$ cat src/rtl/pc_unit.sv
// pc_unit: parametrised fetch-stage program counter with sequential increment,
// PC-relative branch, absolute jump and call/return backed by a circular
// return-address stack (RAS). The stack keeps the newest RAS_DEPTH return
// addresses; overflow and underflow raise a sticky error flag.
module pc_unit #(
  parameter int               WIDTH     = 16,
  parameter int               INC       = 1,
  parameter logic [WIDTH-1:0] RESET_VEC = '0,
  parameter int               RAS_DEPTH = 4
) (
  input  logic                           clk,
  input  logic                           reset,
  input  logic                           pcsignal,
  input  logic [2:0]                     pcsel,
  input  logic [WIDTH-1:0]               pcin,
  output logic [WIDTH-1:0]               pcout,
  output logic [$clog2(RAS_DEPTH+1)-1:0] ras_count,
  output logic                           ras_full,
  output logic                           ras_empty,
  output logic                           ras_err
);

  localparam int PW = (RAS_DEPTH > 1) ? $clog2(RAS_DEPTH) : 1;
  localparam int CW = $clog2(RAS_DEPTH + 1);

  typedef enum logic [2:0] {
    SEL_INC    = 3'b000,
    SEL_HOLD   = 3'b001,
    SEL_BRANCH = 3'b010,
    SEL_JUMP   = 3'b011,
    SEL_CALL   = 3'b100,
    SEL_RET    = 3'b101,
    SEL_RSV6   = 3'b110,
    SEL_RSV7   = 3'b111
  } pcsel_e;

  pcsel_e           mode;
  logic [WIDTH-1:0] pc_q, pc_d, pc_seq, ras_top;
  logic [PW-1:0]    top_q, top_d;
  logic [CW-1:0]    cnt_q, cnt_d;
  logic             err_q, err_d;
  logic             push;
  logic             full, empty;
  logic [WIDTH-1:0] ras_mem [RAS_DEPTH];

  assign mode    = pcsel_e'(pcsel);
  assign pc_seq  = pc_q + WIDTH'(INC);
  assign ras_top = ras_mem[top_q];
  assign full    = (cnt_q == CW'(RAS_DEPTH));
  assign empty   = (cnt_q == '0);

  // Next-state selection for PC, stack pointer, occupancy and error flag
  always_comb begin
    pc_d  = pc_q;
    top_d = top_q;
    cnt_d = cnt_q;
    err_d = err_q;
    push  = 1'b0;
    if (pcsignal) begin
      case (mode)
        SEL_INC:    pc_d = pc_seq;
        SEL_BRANCH: pc_d = pc_q + pcin;
        SEL_JUMP:   pc_d = pcin;
        SEL_CALL: begin
          // The top pointer advances even when full, so the push lands on
          // the oldest slot and the newest RAS_DEPTH entries survive.
          push  = 1'b1;
          top_d = top_q + PW'(1);
          pc_d  = pcin;
          if (full) err_d = 1'b1;
          else      cnt_d = cnt_q + CW'(1);
        end
        SEL_RET: begin
          if (empty) begin
            pc_d  = pc_seq;
            err_d = 1'b1;
          end else begin
            pc_d  = ras_top;
            top_d = top_q - PW'(1);
            cnt_d = cnt_q - CW'(1);
          end
        end
        default: ; // HOLD and reserved encodings keep all state
      endcase
    end
  end

  // PC and stack control registers with asynchronous reset
  always_ff @(posedge clk or posedge reset) begin
    if (reset) begin
      pc_q  <= RESET_VEC;
      top_q <= '0;
      cnt_q <= '0;
      err_q <= 1'b0;
    end else begin
      pc_q  <= pc_d;
      top_q <= top_d;
      cnt_q <= cnt_d;
      err_q <= err_d;
    end
  end

  // Return-address storage; contents need no reset since occupancy gates use
  always_ff @(posedge clk) begin
    if (push && !reset) ras_mem[top_d] <= pc_seq;
  end

  assign pcout     = pc_q;
  assign ras_count = cnt_q;
  assign ras_full  = full;
  assign ras_empty = empty;
  assign ras_err   = err_q;

endmodule

$ cat config.mk
export PLATFORM = sky130hd
export DESIGN_NAME = pc_unit
export DESIGN_NICKNAME = d
export VERILOG_FILES = /design/src/rtl/pc_unit.sv
export SDC_FILE = /design/constraint.sdc
export NUM_CORES = 1
export LEC_CHECK = 0
export CORE_MARGIN = 5
export CORE_UTILIZATION = 55
export DETAILED_ROUTE_END_ITERATION = 10
export HOLD_SLACK_MARGIN = 0.12
export MAX_ROUTING_LAYER = met4
export PLACE_DENSITY = 0.82
export SYNTH_ARGS = -nofsm -noshare
export SYNTH_HDL_FRONTEND = slang
export SYNTH_SLANG_ARGS = --single-unit
$ cat constraint.sdc
create_clock -name clk -period 4.1 [get_ports clk]
set_clock_uncertainty 0.2 [all_clocks]
set_input_delay 0.82 -clock clk [delete_from_list [all_inputs] [get_ports clk]]
set_output_delay 0.82 -clock clk [all_outputs]
set_load 0.03 [all_outputs]
Word-level counts from Yosys, hierarchy flattened. Memories as Yosys holds them, arrays and structs flattened. Index checks and enable logic that the tools add are counted.

Flip-flop bits (word level): 22. Bits in writable memories: 64. Bits of input ports: 22. Output and inout port bits: 22. Word-level logic and storage cells: 45. Memories: 1.

Add/subtract/negate cells: 6. Equal/unequal tests: 9. Muxes and demuxes: 15. Reductions and logical operators: 10.

Memory list: ras_mem (words 4, bits a word 16, rd ports 1, clocked after memory_dff 0, wr ports 1, line 44) `logic [WIDTH-1:0] ras_mem [RAS_DEPTH];`.

Operators by type and width (number): case mux 16 bit (4 select lines) (1); adder 16 x 1 -> 16 bit (second input constant) (1); adder 16 bit (1); 2-to-1 mux 16 bit (1); equality test 3 bit (second input constant) (3); inequality test 2 bit (second input constant) (4); AND reduction 4 bit (2); equality test 3 x 2 -> 1 bit (second input constant) (2); zero test 3 bit (2); 2-to-1 mux 1 bit (6); 2-to-1 mux 3 bit (2); case mux 3 bit (2 select lines) (1); 2-to-1 mux 2 bit (2); case mux 2 bit (2 select lines) (1); nonzero test 4 bit (1); adder 3 x 1 -> 3 bit (second input constant) (1); subtractor 3 x 1 -> 3 bit (second input constant) (1); adder 2 x 1 -> 2 bit (second input constant) (1); case mux 1 bit (2 select lines) (1); AND reduction 2 bit (1); nonzero test 2 bit (1); OR reduction 2 bit (1); subtractor 2 x 1 -> 2 bit (second input constant) (1); logical AND 1 bit (1); zero test 1 bit (1).

Longest topological paths before layout.
Word-level depth: 6. Depth in mapped cells: 8. Depth with buffers taken out: 8.

Worst setup path after synthesis. OpenSTA, ideal clock, no wires.

Path type: input to register. Start point: input pcsignal. End point: memory ras_mem[1][0] (enable). Library setup time: 0.413 ns. Data arrival time: 2.750 ns. Required time: 3.487 ns. Setup slack: 0.737 ns. Stages on the path: 4. Buffers on the path: 1. Cell sequence: clkbuf_1 -> nand2_1 -> nor3_1 -> nor3b_1.

Cells in the longest elaborated chain, start to end: 4. Elaborated cells between the ends (all ways): 5. Classes of those cells: 4 x mux; 1 x reduce/logical.

Ends and longest elaborated chain: start: declaration (line 13) `input logic pcsignal,`; 2-to-1 mux 1 bit (line 59) `if (pcsignal) begin`; logical AND 1 bit (line 105) `if (push && !reset) ras_mem[top_d] <= pc_seq;`; 2-to-1 mux 1 bit (line 105); 2-to-1 mux 1 bit (not written as such) (line 105); end: declaration (line 44).

Several ways; a longest one is shown, not always the timed one.

Worst setup path in the final report.
Start point: register cnt_q[2], in the netlist ras_count[2]. End point: output ras_empty.

Cells in the longest elaborated chain, start to end: 1.

Ends and longest elaborated chain: start: declaration (line 40) `logic [CW-1:0] cnt_q, cnt_d;`; start signal: assignment (line 98) `cnt_q <= cnt_d;`; zero test 3 bit (line 50) `assign empty = (cnt_q == '0);`; end: declaration (line 19) `output logic ras_empty,`.

No other way between the ends.

==> results by group <==
Routing
  • Final WL: 12.8 mm
  • Post-route DRC: 0
  • Post-route ant nets: 0
  • Via count: 3848
  • Iter 0 DRT Violations: approximately 300
  • TritonRoute pass-1 iters: 4
  • WL/cell: 21.7 um
  • Vias/cell: between 6 and 7

Synth
  • Top cells by area, synth: edfxtp_1, dfrtp_1, mux4_2, ha_1, a21oi_1
  • EDFF count, synth: 64
  • Syn Area/Cell: approximately 12 um^2
  • Post-synth top area cell: edfxtp_1
  • Cell count after synthesis: 426
  • Post-synthesis async set-or-reset flop share: 25.6%
  • Top_reg_cell synth: edfxtp_1
  • Seq/Total Area, Yosys: 48.8%
  • #FFs+latches synth: 86
  • Area share of the largest cell type after synthesis: 38.0%
  • Mapped Nets: 466
  • Post-Syn Area: 5060 um^2
  • Unique masters post-synth: between 60 and 70
  • Ys Warns: 0

Timing
  • Smallest hold slack: 0.296 ns
  • Highest clock rate: a little over 0.3 GHz
  • Final Cycle Share: 79.2%
  • RSZ-0062 raised after global routing: false
  • Fin. Hold Viols: 0
  • Max_slew headroom: 35.3%
  • Slew @ Worst Pin: between 0.9 and 1 ns
  • Min Tclk post-route: about 3.2 ns
  • Slew Limit Fails: 0
  • Setup violations, final: 0
  • Setup TNS: 0 ns

Die
  • Top-level I/O count: 44
  • Chip height: 106 um
  • Starting Density: 55.6%
  • Core area: 9110 um^2
  • Die width: 106 um
  • DIE AREA: 11200 um^2
  • Placement Rows: 35

Placed design
  • DP Wirelength: 9.41 mm
  • Port Buffer Count: 43
  • Final RePlAce weighted congestion: 0.990

Finish
  • Area growth syn-to-layout: 14.8%
  • Multi-input logic area: approximately 2400 um^2
  • Leading cell types in the layout, fill and taps excluded: edfxtp_1, clkdlybuf4s50_1, nand2_1
  • Nets: 513
  • Leading cell type in the layout, fill and taps excluded: edfxtp_1
  • Layout fillers: roughly 700
  • Layout cells sized above 1: 12.6%
  • # diodes: 0
  • Reg area: ~2500 um^2

Setup path
  • Critical path data arrival time: 2.23 ns
  • Critical Path Fanout Max: 9
  • Reg-to-Reg End: pcout[14]
  • Worst reg2reg path startpoint: pcout[0]
  • CP Capture Type: output port
  • Startpoint types: register
  • R2R depth: 9
  • WP data required: about 3.1 ns
  • Crit Path Class: reg -> out
  • R2R setup slack: 1.25 ns

Clock tree
  • Worst skew pair latency: 0.35 ns
  • Number of clock sinks: 86
  • Hold Buf Count CTS: 0
  • # Post-CTS Setup Buffers: 0
  • CTS tree: done
  • Max clock buf depth: 2
  • CTS Root Cell: clkbuf_8
  • Clk pin slew, worst setup/hold paths: 0.10 ns
  • CTS buffer count: 9
  • H-tree depth: 3
  • Gates resized, CTS repair: 0

Global routing
  • First-pass GRT wire length: 20.2 mm
  • Vias in the first global route: 3720
  • Largest net degree at the start of global routing: 23
  • Gr usage total: 24.0%
  • Global route overflow: 0
  • Initial antenna violation count: 0

Power
  • Leakage power: 2.13 nW
  • VDD IR max: 0.234 mV
  • Pwr Density: slightly below 600 nW/um^2

Worst hold path
  • WHS Path Cells: 1
  • Hold path start: ras_err
  • Hold endpoint: ras_err
  • Hold WC Path Type: reg -> reg

Status
  • Outcome: finished, final reports clean

Flow run
  • Max Cap Viol: 0
[worst max-delay path by stage]
stage / startpoint / to / slack [ns]
2_1_floorplan: pcsignal / ras_mem[1][0] / 0.74
5_1_grt: pcsel[1] / ras_mem[2][14] / 0.76
3_3_place_gp: pcin[0] / pcout[14] / 0.55
4_1_cts: ras_count[2] / ras_empty / 0.84
6_report: ras_count[2] / ras_empty / 0.85
3_5_place_dp: pcin[0] / pcout[14] / 0.53
[cell type report]
type | count | area share (%)
Timing Repair Buffer | 55 | 8.96
Multi-Input combinational cell | 312 | 41.8
Tap cell | 111 | 2.39
Clock buffer | 9 | 2.13
Inverter | 9 | 0.603
Clock inverter | 7 | 1.57
Sequential cell | 86 | 42.5
[power breakdown]
group	switching, W	internal, W	total (W)
Combinational	0.000783	0.000633	0.00142
Sequential	0.000236	0.00108	0.00132
Clock	0.000336	0.000296	0.000632
Total	0.00135	0.00201	0.00337
[per-layer routing]
layer	up-vias	global-route usage, %	part of all wire, %
met4	0	10.1	3.4
met1	1897	31.7	41
met2	170	36.9	49
li1	1747	-	-
met5	-	-	0
met3	34	4.37	7.4
[logic make-up after synthesis]
group / Yosys count / share of synthesized area [%]
AOI/OAI and AO/OA: 125 / 16.8
and+or+nand+nor: 118 / 12.9
DFF: 86 / 48.8
xor gates and xnor gates: 31 / 5.51
buffers and inverters: 28 / 3.29
muxes: 20 / 7.96
adders and majority gates: 18 / 4.75
[state kept, by name (all words and copies together) (netlist names)]
name / flops
pcout: 16
ras_mem: 64
ras_count: 3
ras_err: 1
top_q: 2
[per-stage QoR]
stage          setup slack [ns]  utilization [%]  area, um^2  power [W]  cells
6_report                  0.855             63.8        5810    0.00337    589
5_1_grt                   0.765             63.8        5810    0.00355    589
4_1_cts                   0.844             63.8        5810    0.00337    589
3_5_place_dp              0.532             61.4        5600    0.00274    573
3_3_place_gp              0.552             61.4        5600    0.00269    573
2_1_floorplan             0.737                -        5060    0.00230    426
[critical path: stages (launching register included)]
cell and delay (ns):
dfrtp_1 0.46, or3_1 0.51, clkinv_2 0.20, clkdlybuf4s50_1 0.70
[synthesized netlist by cell type (all sizes together), types with 3 or more instances]
| cell type | number |
|---|---|
| o21bai | 5 |
| a221oi | 7 |
| nand3 | 12 |
| nor3 | 6 |
| edfxtp | 64 |
| a22o | 4 |
| clkbuf | 6 |
| and2 | 3 |
| a21o | 10 |
| nand4 | 7 |
| o21a | 8 |
| a21oi | 34 |
| a31oi | 4 |
| nand2 | 36 |
| a221o | 6 |
| nor2 | 27 |
| dfrtp | 22 |
| a22oi | 4 |
| xor2 | 15 |
| inv | 7 |
| buf | 13 |
| nor4 | 5 |
| mux4 | 16 |
| ha | 16 |
| o21ai | 23 |
| or3 | 4 |
| xnor2 | 16 |
| a211oi | 4 |
| and3 | 7 |
| nor2b | 4 |
Power figures use the tool's default switching activity.
